File: config.mk
export PLATFORM = sky130hd
export DESIGN_NAME = conv_mac_ctrl
export DESIGN_NICKNAME = d
export VERILOG_FILES = /design/src/rtl/conv_pkg.sv /design/src/rtl/conv_weight_rf.sv /design/src/rtl/conv_mac_ctrl.sv
export SDC_FILE = /design/constraint.sdc
export NUM_CORES = 1
export LEC_CHECK = 0
export ABC_AREA = 1
export CAP_MARGIN = 10
export CORE_MARGIN = 5
export CORE_UTILIZATION = 40
export CTS_CLUSTER_DIAMETER = 100
export DETAILED_ROUTE_END_ITERATION = 12
export SLEW_MARGIN = 20
export SYNTH_ARGS = -nofsm -noshare
export SYNTH_HDL_FRONTEND = slang
export SYNTH_SLANG_ARGS = --single-unit
File: constraint.sdc
create_clock -name clk -period 2.14 [get_ports clk]
set_clock_uncertainty 0.05 [all_clocks]
set_input_delay 0.428 -clock clk [delete_from_list [all_inputs] [get_ports clk]]
set_output_delay 0.428 -clock clk [all_outputs]
set_load 0.02 [all_outputs]
File: src/rtl/conv_pkg.sv
// Shared constants and FSM state type for the convolution MAC controller.
package conv_pkg;

   localparam int KSIZE  = 9;
   localparam int DATA_W = 4;
   localparam int PROD_W = 2 * DATA_W;
   localparam int ACC_W  = 12;
   localparam int IDX_W  = (KSIZE > 1) ? $clog2(KSIZE) : 1;

   // Largest value a pixel-range (product-width) result can take.
   localparam logic [ACC_W-1:0] SAT_MAX = ACC_W'((1 << PROD_W) - 1);

   typedef enum logic [1:0] {
      IDLE,
      RUN,
      HOLD
   } state_e;

endpackage

File: src/rtl/conv_weight_rf.sv
// Filter weight store: async clear, synchronous write, combinational read.
module conv_weight_rf
   import conv_pkg::*;
#(
   parameter int NUM = KSIZE,
   parameter int W   = DATA_W,
   parameter int AW  = IDX_W
) (
   input  logic          clk,
   input  logic          rst_n,
   input  logic          we_i,
   input  logic [AW-1:0] waddr_i,
   input  logic [W-1:0]  wdata_i,
   input  logic [AW-1:0] raddr_i,
   output logic [W-1:0]  rdata_o
);

   logic [W-1:0] mem_q [NUM];
   logic         waddrOk;
   logic         raddrOk;

   // Extra top bit keeps the range check correct when NUM is a power of two.
   assign waddrOk = ({1'b0, waddr_i} < (AW+1)'(NUM));
   assign raddrOk = ({1'b0, raddr_i} < (AW+1)'(NUM));
   assign rdata_o = raddrOk ? mem_q[raddr_i] : '0;

   always_ff @(posedge clk or negedge rst_n) begin
      if (!rst_n) begin
         for (int i = 0; i < NUM; i++) begin
            mem_q[i] <= '0;
         end
      end else if (we_i && waddrOk) begin
         mem_q[waddr_i] <= wdata_i;
      end
   end

endmodule

File: src/rtl/conv_mac_ctrl.sv
// Drives an external 4x4 multiplier once per accepted pixel and sums a KSIZE-tap window.
// Define CONV_MAC_SAT_EN to clamp the result to the product range (255).
module conv_mac_ctrl
   import conv_pkg::*;
(
   input  logic              clk,
   input  logic              rst_n,
   input  logic              start,
   input  logic              wt_we,
   input  logic [IDX_W-1:0]  wt_addr,
   input  logic [DATA_W-1:0] wt_data,
   input  logic              pix_valid,
   output logic              pix_ready,
   input  logic [DATA_W-1:0] pix_data,
   output logic              mul_start,
   output logic [DATA_W-1:0] mul_din0,
   output logic [DATA_W-1:0] mul_din1,
   input  logic [PROD_W-1:0] mul_dout,
   output logic              res_valid,
   input  logic              res_ready,
   output logic [ACC_W-1:0]  res_data,
   output logic              busy
);

   state_e             state_q;
   logic [IDX_W-1:0]   idx_q;
   logic [ACC_W-1:0]   acc_q;
   logic [ACC_W-1:0]   res_data_q;
   logic               res_valid_q;

   logic               accept;
   logic               wtWrite;
   logic [DATA_W-1:0]  weight;
   logic [ACC_W-1:0]   sum_d;
   logic [ACC_W-1:0]   res_d;

   // Weights are only writable between windows so a window sees a fixed filter.
   assign wtWrite = wt_we && (state_q == IDLE);

   conv_weight_rf u_weight_rf (
      .clk     (clk),
      .rst_n   (rst_n),
      .we_i    (wtWrite),
      .waddr_i (wt_addr),
      .wdata_i (wt_data),
      .raddr_i (idx_q),
      .rdata_o (weight)
   );

   assign pix_ready = (state_q == RUN);
   assign busy      = (state_q != IDLE);
   assign accept    = pix_valid && pix_ready;

   // Operands are forced to zero when idle so the multiplier output is zero too.
   assign mul_start = accept;
   assign mul_din0  = accept ? pix_data : '0;
   assign mul_din1  = accept ? weight   : '0;

   assign sum_d = acc_q + {{(ACC_W-PROD_W){1'b0}}, mul_dout};

`ifdef CONV_MAC_SAT_EN
   assign res_d = (sum_d > SAT_MAX) ? SAT_MAX : sum_d;
`else
   assign res_d = sum_d;
`endif

   assign res_valid = res_valid_q;
   assign res_data  = res_data_q;

   always_ff @(posedge clk or negedge rst_n) begin
      if (!rst_n) begin
         state_q     <= IDLE;
         idx_q       <= '0;
         acc_q       <= '0;
         res_valid_q <= 1'b0;
         res_data_q  <= '0;
      end else begin
         case (state_q)
            IDLE: begin
               if (start) begin
                  acc_q   <= '0;
                  idx_q   <= '0;
                  state_q <= RUN;
               end
            end
            RUN: begin
               if (accept) begin
                  acc_q <= sum_d;
                  idx_q <= idx_q + 1'b1;
                  if (idx_q == IDX_W'(KSIZE - 1)) begin
                     res_data_q  <= res_d;
                     res_valid_q <= 1'b1;
                     state_q     <= HOLD;
                  end
               end
            end
            HOLD: begin
               if (res_ready) begin
                  res_valid_q <= 1'b0;
                  state_q     <= IDLE;
               end
            end
            default: state_q <= IDLE;
         endcase
      end
   end

endmodule

---- Word level (Yosys, flattened, before mapping) ----
Cells that the tools add are included.
Widths: inputs -> output; s select.
storage, ports and cells
  register bits ........................... 67
  logic and storage cells ................. 66
  input bits .............................. 26
  output and inout port bits .............. 24
operators by class
  reductions and logical operators ........ 12
  bitwise gates (word level) .............. 2
  $add $sub $neg .......................... 2
  multiplexer cells ....................... 24
  eq/ne operators ......................... 7
  magnitude comparators ................... 5
operators with widths
  kind                 number
  $bwmux 36            1
  $mux 4               8
  $mux 12              2
  $pmux 12 s2          1
  $bmux 4 s4           1
  $demux 4 s4          1
  $add 12x8->12        1
  $ge 5x5->1 const B   2
  $not 4->5            2
  $lt 4x4->1 const B   2
  $mux 2               4
  $pmux 4 s2           1
  $reduce_and 4->1     2
  $pmux 2 s3           1
  $reduce_and 3->1     2
  $reduce_bool 2->1    3
  $lt 5x1->1 const B   1
  $add 4x1->4 const B  1
  $eq 4x4->1 const B   1
  $logic_and 1x1->1    4
  $ne 2x1->1 const B   2
  $ne 2x2->1 const B   2
  $mux 1               3
  $eq 2x1->1 const B   1
  other kinds (3)      3

---- Depth between registers and ports, before layout ----
Gate-level depths: netlist of run 1.
  depth in word-level cells ............... 6
  gate-level depth with buffers ........... 11
  gate-level depth less buffers ........... 11

---- By module ----
Synthesis of run 1 repeated with hierarchy kept, for this count alone.
second synthesis, totals
  cell total of the unflattened synthesis .. 481
  area total of the unflattened synthesis .. 3711.1 µm²
modules (own cells, without submodules)
  module          cells each  instances  area an instance (µm²)  sequential area each (µm²)
  conv_mac_ctrl   254         1          1866.8                  775.7
  conv_weight_rf  227         1          1844.3                  900.9

---- Worst setup path after synthesis of run 1 ----
Ideal clock, no wire load.
  kind .................................... reg-to-output
  from .................................... register idx_q[0]
  to ...................................... output port mul_din1[0]
  path buffers ............................ 2
  arrival time ............................ 1488 ps
  cell stages (with the launch flop) ...... 9
  slack ................................... 174 ps
  required time ........................... 1662 ps
  cells stage by stage .................... dfrtp_1 -> buf_2 -> inv_2 -> buf_2 -> ha_1 -> nand2_1 -> nand2_1 -> nand2_1 -> a21oi_1
on the way
  cells in the longest elaborated chain, start to end .. 6
  elaborated cells on any way between the ends .. 7
  classes of those cells .................. 1 x order compare; 5 x mux; 1 x bitwise
RTL lines
  item                                       RTL line              text
  start, declared                            conv_mac_ctrl.sv:26   logic [IDX_W-1:0] idx_q;
  start signal, assigned                     conv_mac_ctrl.sv:89   idx_q <= idx_q + 1'b1;
  $not 4->5 (not written as such)            conv_weight_rf.sv:25  assign rdata_o = raddrOk ? mem_q[raddr_i] : '0;
  $bmux 4 s4                                 conv_weight_rf.sv:25
  $mux 4 (not written as such) (2 in a row)  conv_weight_rf.sv:25
  $mux 4 (*)                                 conv_weight_rf.sv:25
  $mux 4 (*)                                 conv_mac_ctrl.sv:57   assign mul_din1 = accept ? weight : '0;
  end, declared                              conv_mac_ctrl.sv:17   output logic [DATA_W-1:0] mul_din1,
Mark *: on every way between the ends. The rest lies on a longest branch, timed or not. The select of a mux whose other input is x is not followed.

---- Worst setup path in the final report of run 1 ----
  from .................................... register idx_q[0]
  to ...................................... output port mul_din1[2]
Same word-level chain as after synthesis.

==> results of run 1 <==
==> cell usage after synthesis, drive strengths merged <==
| library cell | instances | share of area, % |
|---|---|---|
| a21boi | 1 | 0.21 |
| a21oi | 13 | 1.8 |
| a31oi | 1 | 0.17 |
| buf | 7 | 1.6 |
| clkbuf | 1 | 0.10 |
| clkinv | 1 | 0.10 |
| dfrtp | 67 | 47 |
| fa | 1 | 0.56 |
| ha | 11 | 3.8 |
| inv | 44 | 4.7 |
| nand2 | 144 | 16 |
| nand3 | 28 | 4.4 |
| nand3b | 3 | 0.63 |
| nand4 | 4 | 0.70 |
| nor2 | 59 | 7.5 |
| nor4 | 1 | 0.59 |
| o21ai | 59 | 8.4 |
| o22ai | 1 | 0.17 |
| xnor2 | 3 | 0.73 |
| xor2 | 4 | 0.98 |
==> timing repair <==
action	CTS	global route
hold buffers	1	0
gates cloned	0	1
hold endpoints to repair	5	0
resized for setup	34	39
setup endpoints to repair	10	12
pin swaps	2	21
==> sequential cells by signal (all words and copies together) (netlist names) <==
signal and flops:
u_weight_rf.mem_q 36, acc_q 12, res_data 12, idx_q 4, state_q 2, res_valid 1
==> worst max-delay path by stage <==
stage | from | depth (start not counted) | to | slack [ns]
after global placement | pix_valid | 6 | mul_din1[3] | -0.34
after floorplan | idx_q[0] | 8 | mul_din1[0] | 0.17
final | idx_q[0] | 8 | mul_din1[2] | -0.08
after global routing | idx_q[0] | 8 | mul_din1[0] | -0.17
after detailed placement | pix_valid | 6 | mul_din1[1] | -0.35
after CTS | idx_q[0] | 8 | mul_din1[2] | -0.05
==> through the flow <==
stage	util (%)	setup slack [ns]
2_1_floorplan	-	0.1738
3_3_place_gp	50.10	-0.3355
3_5_place_dp	50.10	-0.3501
4_1_cts	52.34	-0.05190
5_1_grt	53.41	-0.1733
6_report	53.41	-0.07599
==> area by class of cell <==
| cell class | instances | area, sq um |
|---|---|---|
| clock buffers | 13 | 158.9 |
| repair buffers | 74 | 723.2 |
| multi-input cells | 333 | 1749 |
| clock inverters | 2 | 35.03 |
| flip-flops and latches | 67 | 1678 |
| inverters | 45 | 178.9 |
| well taps | 108 | 135.1 |
| fillers | 859 | 4063 |
==> worst reg2reg max path, delay by kind of cell, from the launching register on <==
family / cells / cell delay [ns]
simple gates: 7 / 0.72
fa+ha+maj: 2 / 0.57
flops: 1 / 0.36
buf+inv: 1 / 0.05
==> power by group <==
part           leakage, uW  internal [uW]  total [uW]  switching, uW
clock            0.0000995            595        1070            472
combinational      0.00129           1340        3030           1690
sequential        0.000877           1680        1980            302
total              0.00227           3610        6070           2460
==> routing by layer <==
| layer | routed length, um | part of all wire (%) |
|---|---|---|
| met4 | 110 | 1.2 |
| met3 | 361 | 4.1 |
| met2 | 4468 | 51 |
| met5 | 0 | 0 |
| met1 | 3896 | 44 |
==> kinds of logic after synthesis <==
kind of cell             share of synthesized area, %
buffers and inverters                           6.524
flip-flops                                      46.76
adder cells (fa/ha/maj)                         4.396
XOR/XNOR                                        1.710
AO/OA/AOI/OAI                                   10.82
AND/OR/NAND/NOR                                 29.80
==> metrics, run 1 <==
outcome=complete, but fails checks; failing checks=setup timing; post-route cell area=approximately 4700 sq um; slowest CP cell=dfrtp_2; Placer Congestion=0.8229; Mapped Nets=491; Clk pin slew, worst setup/hold paths=about 0.070 ns; endpoints failing setup=4; Post-Synthesis Cells=453; FF-to-FF Start=acc_q[0]; met2 Usage GRT=29.00%; MaxCap Viol Count=0; P_leak=0.002266 uW; M1 GR Usage=around 20%; most frequent cells in the layout=nand2_1, dfrtp_1, nor2_1; DRT Wirelength=8837 um; starting density of the core=41.12%; PortBufs=49; worst r2r path cells=10; nets=568; warnings from Yosys=0; number of global-route vias before repair=3035; placed cells=625; slowest stage delay, CP=between 0.4 and 0.5 ns; Final Cycle Share=103.6%; Power Dens Cells=approximately 1300 nW/um^2; Vias per Instance=between 4 and 5; Post-Syn Area=3586 sq um; min setup slack post-route=-0.07599 ns; share of layout cells above drive strength 1=17.98%; die width=104.7 um; Detail Route Antenna Nets=0; Core ar.=a little under 9000 sq um; drt pass-1 iters=4; CTS tree=yes; root buf cell=clkbuf_8; cell family with most CP delay=flip-flops; First DRT Iteration DRCs=107; fmax=451.3 MHz; flop-to-flop setup slack=roughly 0.30 ns; DR WL/cell=13.76 um; Slew @ Worst Pin=0.3877 ns; commonest non-fill, non-tap cell in the layout=nand2_1; aggregate global-route resource usage=16.63%; final setup TNS=-0.2527 ns; max-slew violations=0; Syn Area/Cell=a little under 8 sq um; Unique masters post-synth=32; Layout Cells excl Fill=642; sequential-to-total area share from yosys stat=46.76%; DP Area=4369 sq um; Critical R2R Capture=res_data[10]; FF+latch count, synth=67; H-tree depth=3; clk sinks=67; Die Span Y=104.7 um; Top Ports=50; RSZ-0062 raised after global routing=yes; largest net degree at the start of global routing=48; initial antenna violation count=0; startpoint types=flop; Critical Path RT=1.66 ns; drc violations=0; first-pass GRT wire length=between 10000 and 15000 um; Worst Setup End Kind=output pin; worst ir drop on vdd=~0.00045 V; Inserted Clock Buffers=9; Pwr Total=approximately 6100 uW; post-detail-place hpwl=6581 um; total number of vias=3149; die area=around 11000 sq um; min cycle time layout=2.216 ns; post-CTS setup buffer count=0; crit-path cells=buf_12 > nor2_2 > nor2_2 > o21ai_1 > nand3_1 > nand3_1 > a21oi_1 > buf_4; crit path DAT=1.74 ns; grt peak-use layer=met2; site row count=34; worst setup path category=reg -> out; CP Max Fanout=6; Crit path buffers/inverters=2; worst hold path type=in -> async; met3 Usage GRT=4.254%; Overflow after GRT=0; Ant. Diodes=0; Worst-Skew Late Latency=0.34 ns; Slew headroom=between 70 and 80%; Hold Slack=0.4007 ns; clock buffer depth=2; Final Hold Viols=0; layout overhead on the synthesized area=29.90%
Power figures use the tool's default switching activity.
==> inputs of run 2 (changes only) <==
- CAP_MARGIN: 10 -> 20
- CELL_PAD_IN_SITES_DETAIL_PLACEMENT: not set -> 1
- CELL_PAD_IN_SITES_GLOBAL_PLACEMENT: not set -> 1
- PLACE_DENSITY_LB_ADDON: not set -> 0.1
==> metrics, run 2 (synthesized netlist as in run 1, its figures left out) <==
fmax=441.7 MHz (was 451.3 MHz); die area=10960 sq um (unchanged); failing checks=setup timing (unchanged); DR WL/cell=17.15 um (was 13.76 um); PortBufs=49 (unchanged); Worst-Skew Late Latency=0.35 ns (was 0.34 ns); Reg with most FFs=u_weight_rf.mem_q (unchanged); FF-to-FF Start=acc_q[0] (unchanged); aggregate global-route resource usage=20.83% (was 16.63%); H-tree depth=3 (unchanged); P_leak=0.002322 uW (was 0.002266 uW); Die Span Y=104.7 um (unchanged); First DRT Iteration DRCs=141 (was 107); Detail Route Antenna Nets=0 (unchanged); CP Max Fanout=6 (unchanged); max reg flops=36 (unchanged); root buf cell=clkbuf_8 (unchanged); Overflow after GRT=0 (unchanged); drt pass-1 iters=4 (unchanged); DRT Wirelength=11130 um (was 8837 um); min setup slack post-route=-0.1240 ns (was -0.07599 ns); Setup crit start=idx_q[0] (unchanged); worst setup path category=reg -> out (unchanged); final setup TNS=-0.4163 ns (was -0.2527 ns); Slew headroom=61.40% (was 74.12%); commonest non-fill, non-tap cell in the layout=nand2_1 (unchanged); starting density of the core=41.12% (unchanged); max-slew violations=0 (unchanged); Power Dens Cells=1371 nW/um^2 (was 1304 nW/um^2); number of global-route vias before repair=3629 (was 3035); endpoints failing setup=4 (unchanged); Vias per Instance=5.171 (was 4.905); startpoint types=flop (unchanged); RSZ-0062 raised after global routing=yes (unchanged); crit path DAT=1.79 ns (was 1.74 ns); Clk pin slew, worst setup/hold paths=0.07 ns (about the same); pre-CTS WS=-0.4388 ns (was -0.3501 ns); outcome=complete, but fails checks (unchanged); Top Ports=50 (unchanged); initial antenna violation count=0 (unchanged); clk sinks=67 (unchanged); min cycle time layout=2.264 ns (was 2.216 ns); most frequent cells in the layout=nand2_1, dfrtp_1, inv_1, nor2_1, clkdlybuf4s50_1 (was nand2_1, dfrtp_1, nor2_1); die width=104.7 um (unchanged); Final Hold Viols=0 (unchanged); Worst Setup End Kind=output pin (unchanged); clock buffer depth=2 (unchanged); share of layout cells above drive strength 1=21.81% (was 17.98%); first-pass GRT wire length=18090 um (was 14770 um); Slew @ Worst Pin=0.5790 ns (was 0.3877 ns); final core utilization=55.15% (was 53.41%); worst ir drop on vdd=0.0005729 V (was 0.0004529 V); cts hold-fix bufs=0 (was 1); post-detail-place hpwl=7934 um (was 6581 um); Ant. Diodes=0 (unchanged); drc violations=0 (unchanged); Placer Congestion=0.8041 (was 0.8229); nets=574 (was 568); Inserted Clock Buffers=9 (unchanged); Critical Path RT=1.66 ns (about the same); site row count=34 (unchanged); CTS tree=yes (unchanged); layout overhead on the synthesized area=34.12% (was 29.90%); Core ar.=8721 sq um (unchanged); worst hold path type=in -> async (unchanged); Final Cycle Share=105.8% (was 103.6%); fill cell count=1056 (was 859); largest net degree at the start of global routing=33 (was 48); MaxCap Viol Count=0 (unchanged); total number of vias=3356 (was 3149)
[run 2: power breakdown]
group          leakage [uW]  switching [uW]  internal [uW]
combinational       0.00134            1930           1460
clock              0.000111             514            690
sequential         0.000876             314           1680
total               0.00232            2760           3830
[run 2: repair_timing]
action,in CTS,in global routing
resized for setup,48,49
gates cloned,0,1
buffers inserted,3,0
pin swaps,3,22
setup endpoints to repair,10,13
[run 2: path summary, 6_finish.rpt]
| path | slack, ns | to | depth (start not counted) |
|---|---|---|---|
| worst min register to register | 0.43 | res_data[5] | 2 |
| worst max register to register | 0.31 | res_data[10] | 10 |
| min in group clk | 0.43 | res_data[5] | 2 |
| worst min-delay path | 0.02 | res_data[3] | 1 |
| max in group asynchronous | 1.38 | u_weight_rf.mem_q[34] | 2 |
| worst max-delay path | -0.12 | mul_din1[3] | 9 |
[run 2: critical path: stages (launching register included)]
cell and delay, ns:
dfrtp_2 0.41, buf_12 0.14, buf_8 0.12, nor2_2 0.05
nor2_2 0.13, o21ai_2 0.09, nand3_1 0.10, nand3_2 0.08
a21oi_2 0.17, buf_6 0.14
[run 2: per-stage QoR]
stage / total power (uW) / instances / cell area [sq um] / hold WS [ns]
2_1_floorplan: 3721 / 453 / 3586 / 0.08241
3_5_place_dp: 4976 / 629 / 4387 / 0.4099
3_3_place_gp: 4848 / 629 / 4387 / 0.4003
5_1_grt: 7094 / 649 / 4810 / 0.04902
6_report: 6594 / 649 / 4810 / 0.01756
4_1_cts: 6296 / 648 / 4652 / 0.02558
[run 2: layout make-up]
class | count | area [sq um] | area share [%]
clock buffers | 12 | 145.1 | 3.018
clock inverters | 4 | 73.82 | 1.535
multi-input cells | 333 | 1785 | 37.12
inverters | 45 | 183.9 | 3.824
well taps | 108 | 135.1 | 2.810
repair buffers | 80 | 807.0 | 16.78
flip-flops and latches | 67 | 1679 | 34.91
[run 2: routing by layer]
metal	global-route usage (%)	vias up	wire length, um
met3	4.069	19	379
met2	38.55	66	6067
met1	22.89	1656	4389
li1	-	1615	-
met4	9.315	0	293
met5	0	-	0
==> RTL edit 1, RTL diff (settings of run 2) <==
Change the package constant `DATA_W` from 4 to 6.
--- a/src/rtl/conv_pkg.sv
+++ b/src/rtl/conv_pkg.sv
@@ -2,7 +2,7 @@
 package conv_pkg;
 
    localparam int KSIZE  = 9;
-   localparam int DATA_W = 4;
+   localparam int DATA_W = 6;
    localparam int PROD_W = 2 * DATA_W;
    localparam int ACC_W  = 12;
    localparam int IDX_W  = (KSIZE > 1) ? $clog2(KSIZE) : 1;
Ports: changed (5 resized); port bits go from 50 to 62. No check against the original RTL was run, so the function may have changed too.
==> RTL edit 1 against run 2 <==
The run still ends with negative setup slack left; sequential power grew 25%; wire length grew 28%; worst setup slack lost 0.030 ns; final area grew 26%; power grew 28%; area after synthesis grew 26%; sequential cell count grew 18; largest power group unchanged; highest routed layer unchanged.
==> RTL edit 1: results (changes against run 2) <==
The beginning of the worst register-to-register path is idx_q[0] (was acc_q[0]). Violations in the final reports: negative setup slack (unchanged). The overall global routing resource usage was 22.6% (was 20.8%); the minimum hold slack was 0.427 ns (was 0.0176 ns).

The run finished, with violations left. The final non-filler cell total is 836 (was 649). The critical register-to-register path endpoint is res_data[3] (was res_data[10]). The clock root buffer was sky130_fd_sc_hd__clkbuf_16 (was sky130_fd_sc_hd__clkbuf_8). The run gives 4354 (was 3356) as the total number of vias.

The number of port buffers is 61 (was 49), and the global-route wire length before repair is 23.5 mm (was 18.1 mm). The compound-cell area share of the yosys netlist works out to 12.4% (was 10.8%). The run gives -0.154 ns (was -0.124 ns) as the least setup slack across all paths after layout.

The register area share after synthesis is 47.2% (was 46.8%). The run gives -0.794 ns (was -0.416 ns) as the total negative setup slack. Dominant cells by area after synthesis: sky130_fd_sc_hd__dfrtp_1 (47%), sky130_fd_sc_hd__nand2_1 (15%), sky130_fd_sc_hd__nor2_1 (6.2%) (was sky130_fd_sc_hd__dfrtp_1 (47%), sky130_fd_sc_hd__nand2_1 (14%), sky130_fd_sc_hd__nor2_1 (5.4%)).

The run gives 1 (was 0) as the hold buffer count at CTS. The number of instances in the placed design came out at 816 (was 629). The number of buffers inserted to repair setup after CTS is 2 (was 3). The maximum single-stage delay on the critical path works out to 0.51 ns (was 0.41 ns).

Length in cells of the worst reg-to-reg path: 8 (was 10). For the arrival time at the worst endpoint, the log shows 1.82 ns (was 1.79 ns). Share of final-layout standard cells stronger than drive strength 1: 17.2% (was 21.8%). The xor and xnor area share after synthesis was 0.777% (was 1.71%); the placed instance area was 5560 um^2 (was 4390 um^2).

The cell count after synthesis is 589 (was 453), and the number of global-route vias before repair is 4799 (was 3629). The net switching power was 3.36 mW (was 2.76 mW); the worst setup slack after placement was -0.469 ns (was -0.439 ns). Type of the tightest min-delay check: reg2reg (was in2async). The transition time at the pin with the least slew margin is 0.439 ns (was 0.579 ns). The run gives 29.5% (was 30.3%) as the part of the total power dissipated in sequential elements. The initial detailed-routing violation count is 181 (was 141), and the number of fill cells is 1344 (was 1056). Most numerous cell types in the synthesized netlist: sky130_fd_sc_hd__nand2_1 (177), sky130_fd_sc_hd__dfrtp_1 (85), sky130_fd_sc_hd__nor2_1 (74), sky130_fd_sc_hd__o21ai_1 (49), sky130_fd_sc_hd__inv_1 (46) (was sky130_fd_sc_hd__nand2_1 (133), sky130_fd_sc_hd__dfrtp_1 (67), sky130_fd_sc_hd__nor2_1 (52), sky130_fd_sc_hd__inv_1 (38), sky130_fd_sc_hd__o21ai_0 (31)). Final weighted congestion in routability-driven placement: 0.835 (was 0.804). The pin count of the biggest net entering global routing is 48 (was 33), and the synthesized net count is 638 (was 491).

The flip-flop and latch power was 2.49 mW (was 1.99 mW). The number of nets in the final layout is 742 (was 574). The unique cell type count in the Yosys netlist was 25 (was 32); the number of setup violations in the final report was 6 (was 4).

The flip-flop count of the largest register after layout is 54 (was 36). The leakage dissipation came out at 2.99 nW (was 2.32 nW).
-- RTL edit 1: changes by cell type in the layout (fill, tap and decap cells not counted), sizes merged, moves of 5 or more --
cell                  run 2  this run
nor2                     59        77
o21ai                    59        93
clkdlybuf4s15             5         0
buf                      35        59
inv                      44        50
dfrtp                    67        85
clkdlybuf4s50            37        45
nand3                    28        42
nand2                   144       179
-- RTL edit 1: routing by layer --
| metal | vias up | track usage (%) | routed length (um) |
|---|---|---|---|
| li1 | 2096 | - | - |
| met1 | 2163 | 25.5 | 5680 |
| met2 | 69 | 42.2 | 7760 |
| met3 | 26 | 3.42 | 411 |
| met4 | 0 | 9.67 | 436 |
| met5 | - | 0 | 0 |
-- RTL edit 1: cell type report --
cell class | instances | area, um^2 | share of cell area [%]
well taps | 140 | 175 | 2.90
inverters | 50 | 188 | 3.11
clock buffers | 10 | 239 | 3.95
multi-input cells | 434 | 2150 | 35.6
repair buffers | 113 | 1060 | 17.6
flip-flops and latches | 85 | 2130 | 35.2
clock inverters | 4 | 97.6 | 1.61
-- RTL edit 1: how the worst max path moves through the flow --
| stage | to | slack (ns) | depth (start not counted) | startpoint |
|---|---|---|---|---|
| 2_1_floorplan | mul_din1[0] | 0.09 | 8 | idx_q[0] |
| 3_3_place_gp | mul_din1[3] | -0.41 | 6 | pix_valid |
| 3_5_place_dp | mul_din1[5] | -0.47 | 6 | pix_valid |
| 4_1_cts | mul_din1[4] | -0.16 | 6 | idx_q[0] |
| 5_1_grt | mul_din1[2] | -0.25 | 8 | idx_q[0] |
| 6_report | mul_din1[2] | -0.15 | 8 | idx_q[0] |
-- RTL edit 1: kinds of logic after synthesis --
kind of cell / Yosys count
compound gates: 106
xor+xnor: 4
fa+ha+maj: 15
buf+inv: 70
flops: 85
simple gates: 309
==> RTL edit 2, RTL diff (flow settings as in run 2) <==
Made on the original files. Re-encode `state_e` (3 states) as one-hot, 3 bits wide.
--- a/src/rtl/conv_pkg.sv
+++ b/src/rtl/conv_pkg.sv
@@ -10,10 +10,10 @@
    // Largest value a pixel-range (product-width) result can take.
    localparam logic [ACC_W-1:0] SAT_MAX = ACC_W'((1 << PROD_W) - 1);
 
-   typedef enum logic [1:0] {
-      IDLE,
-      RUN,
-      HOLD
+   typedef enum logic [2:0] {
+      IDLE = 3'b001,
+      RUN  = 3'b010,
+      HOLD = 3'b100
    } state_e;
 
 endpackage
Formal check against the unedited RTL: same outputs for any inputs over 10 cycles, from zero or initial values and one cycle with rst_n low; not proved beyond that.
==> RTL edit 2 against run 2 <==
The flow still finishes with violations (negative setup slack); final area increased by 1.4%; combinational power decreased by 29%; count of clock-buffer cells in the layout decreased by 1; power decreased by 15%; wire length decreased by 2.4%; sequential cell count increased by 1; worst setup slack improved by 0.094 ns; area after synthesis increased by 2.4%; critical path type unchanged; largest cell class unchanged; highest routed layer unchanged.
==> RTL edit 2: results (changes against run 2) <==
The run finished, with violations left. Violations in the final reports: negative setup slack (unchanged). The total number of vias came out at 3457 (was 3356). Met2 wirelength from detailed routing: 5.81 mm (was 6.07 mm). For the leakage dissipation, the log shows 2.41 nW (was 2.32 nW). The register area share after synthesis is 46.4% (was 46.8%), and the adder and majority cell fraction of the synthesized area is 4.29% (was 4.40%). The maximum single-stage delay on the critical path came out at 0.44 ns (was 0.41 ns). The met3 usage is 3.55% (was 4.07%). The detail-routed net length per standard cell came out at 16.1 um (was 17.1 um). The share of final-layout standard cells stronger than drive strength 1 was 21.6% (was 21.8%). The minimum hold slack was 0.0320 ns (was 0.0176 ns); the least setup slack across all paths after layout was -0.0303 ns (was -0.124 ns).

The tools report the clock share of power as 21.5% (was 18.3%). The tools report the unique cell type count in the Yosys netlist as 37 (was 32). The initial detailed-routing violation count came out at 91 (was 141). The number of fill cells is 1115 (was 1056). The logs give 0.578 mV (was 0.573 mV) for the worst IR drop on VDD and 20.3% (was 20.8%) for the overall global routing resource usage. The run gives 23.4% (was 22.9%) as the met1 demand-to-capacity share in global routing. The logs give 10.9 mm (was 11.1 mm) for the total routed wirelength and 3.39 mW (was 3.83 mW) for the cell-internal power. For the number of nets in the final layout, the log shows 597 (was 574).

The maximum fanout count along the critical path is 8 (was 6), and the final weighted congestion in routability-driven placement is 0.810 (was 0.804). The total negative setup slack came out at -0.0658 ns (was -0.416 ns). The switching share of total power was 39.7% (was 41.8%); the compound-cell area share of the yosys netlist was 10.8% (about the same). The tools report the number of setup violations in the final report as 4 (unchanged). Dominant cells by area after synthesis: sky130_fd_sc_hd__dfrtp_1 (46%), sky130_fd_sc_hd__nand2_1 (14%), sky130_fd_sc_hd__o21ai_0 (7.4%) (was sky130_fd_sc_hd__dfrtp_1 (47%), sky130_fd_sc_hd__nand2_1 (14%), sky130_fd_sc_hd__nor2_1 (5.4%)).
RTL edit 2: changes by cell type in the layout (fill, tap and decap cells not counted), moves of 5 or more:
cell	run 2	this run
sky130_fd_sc_hd__nand2_2	15	7
sky130_fd_sc_hd__nand3_2	5	12
sky130_fd_sc_hd__nor2_1	38	44
sky130_fd_sc_hd__a21oi_1	9	4
sky130_fd_sc_hd__o21ai_0	20	43
sky130_fd_sc_hd__o21ai_1	33	21
sky130_fd_sc_hd__buf_4	22	37
sky130_fd_sc_hd__nand3_1	22	30
RTL edit 2: timing repair:
item	CTS	global route
resized for setup	84	17
buffers inserted	2	1
pin swaps	13	8
setup endpoints to repair	10	10
cloned	1	0
RTL edit 2: cell type report:
cell class	instances	area share (%)
Tap cell	111	2.85
Sequential cell	68	35.0
Clock inverter	5	1.72
Inverter	44	3.52
Clock buffer	11	2.90
Multi-Input combinational cell	349	38.0
Timing Repair Buffer	87	16.1
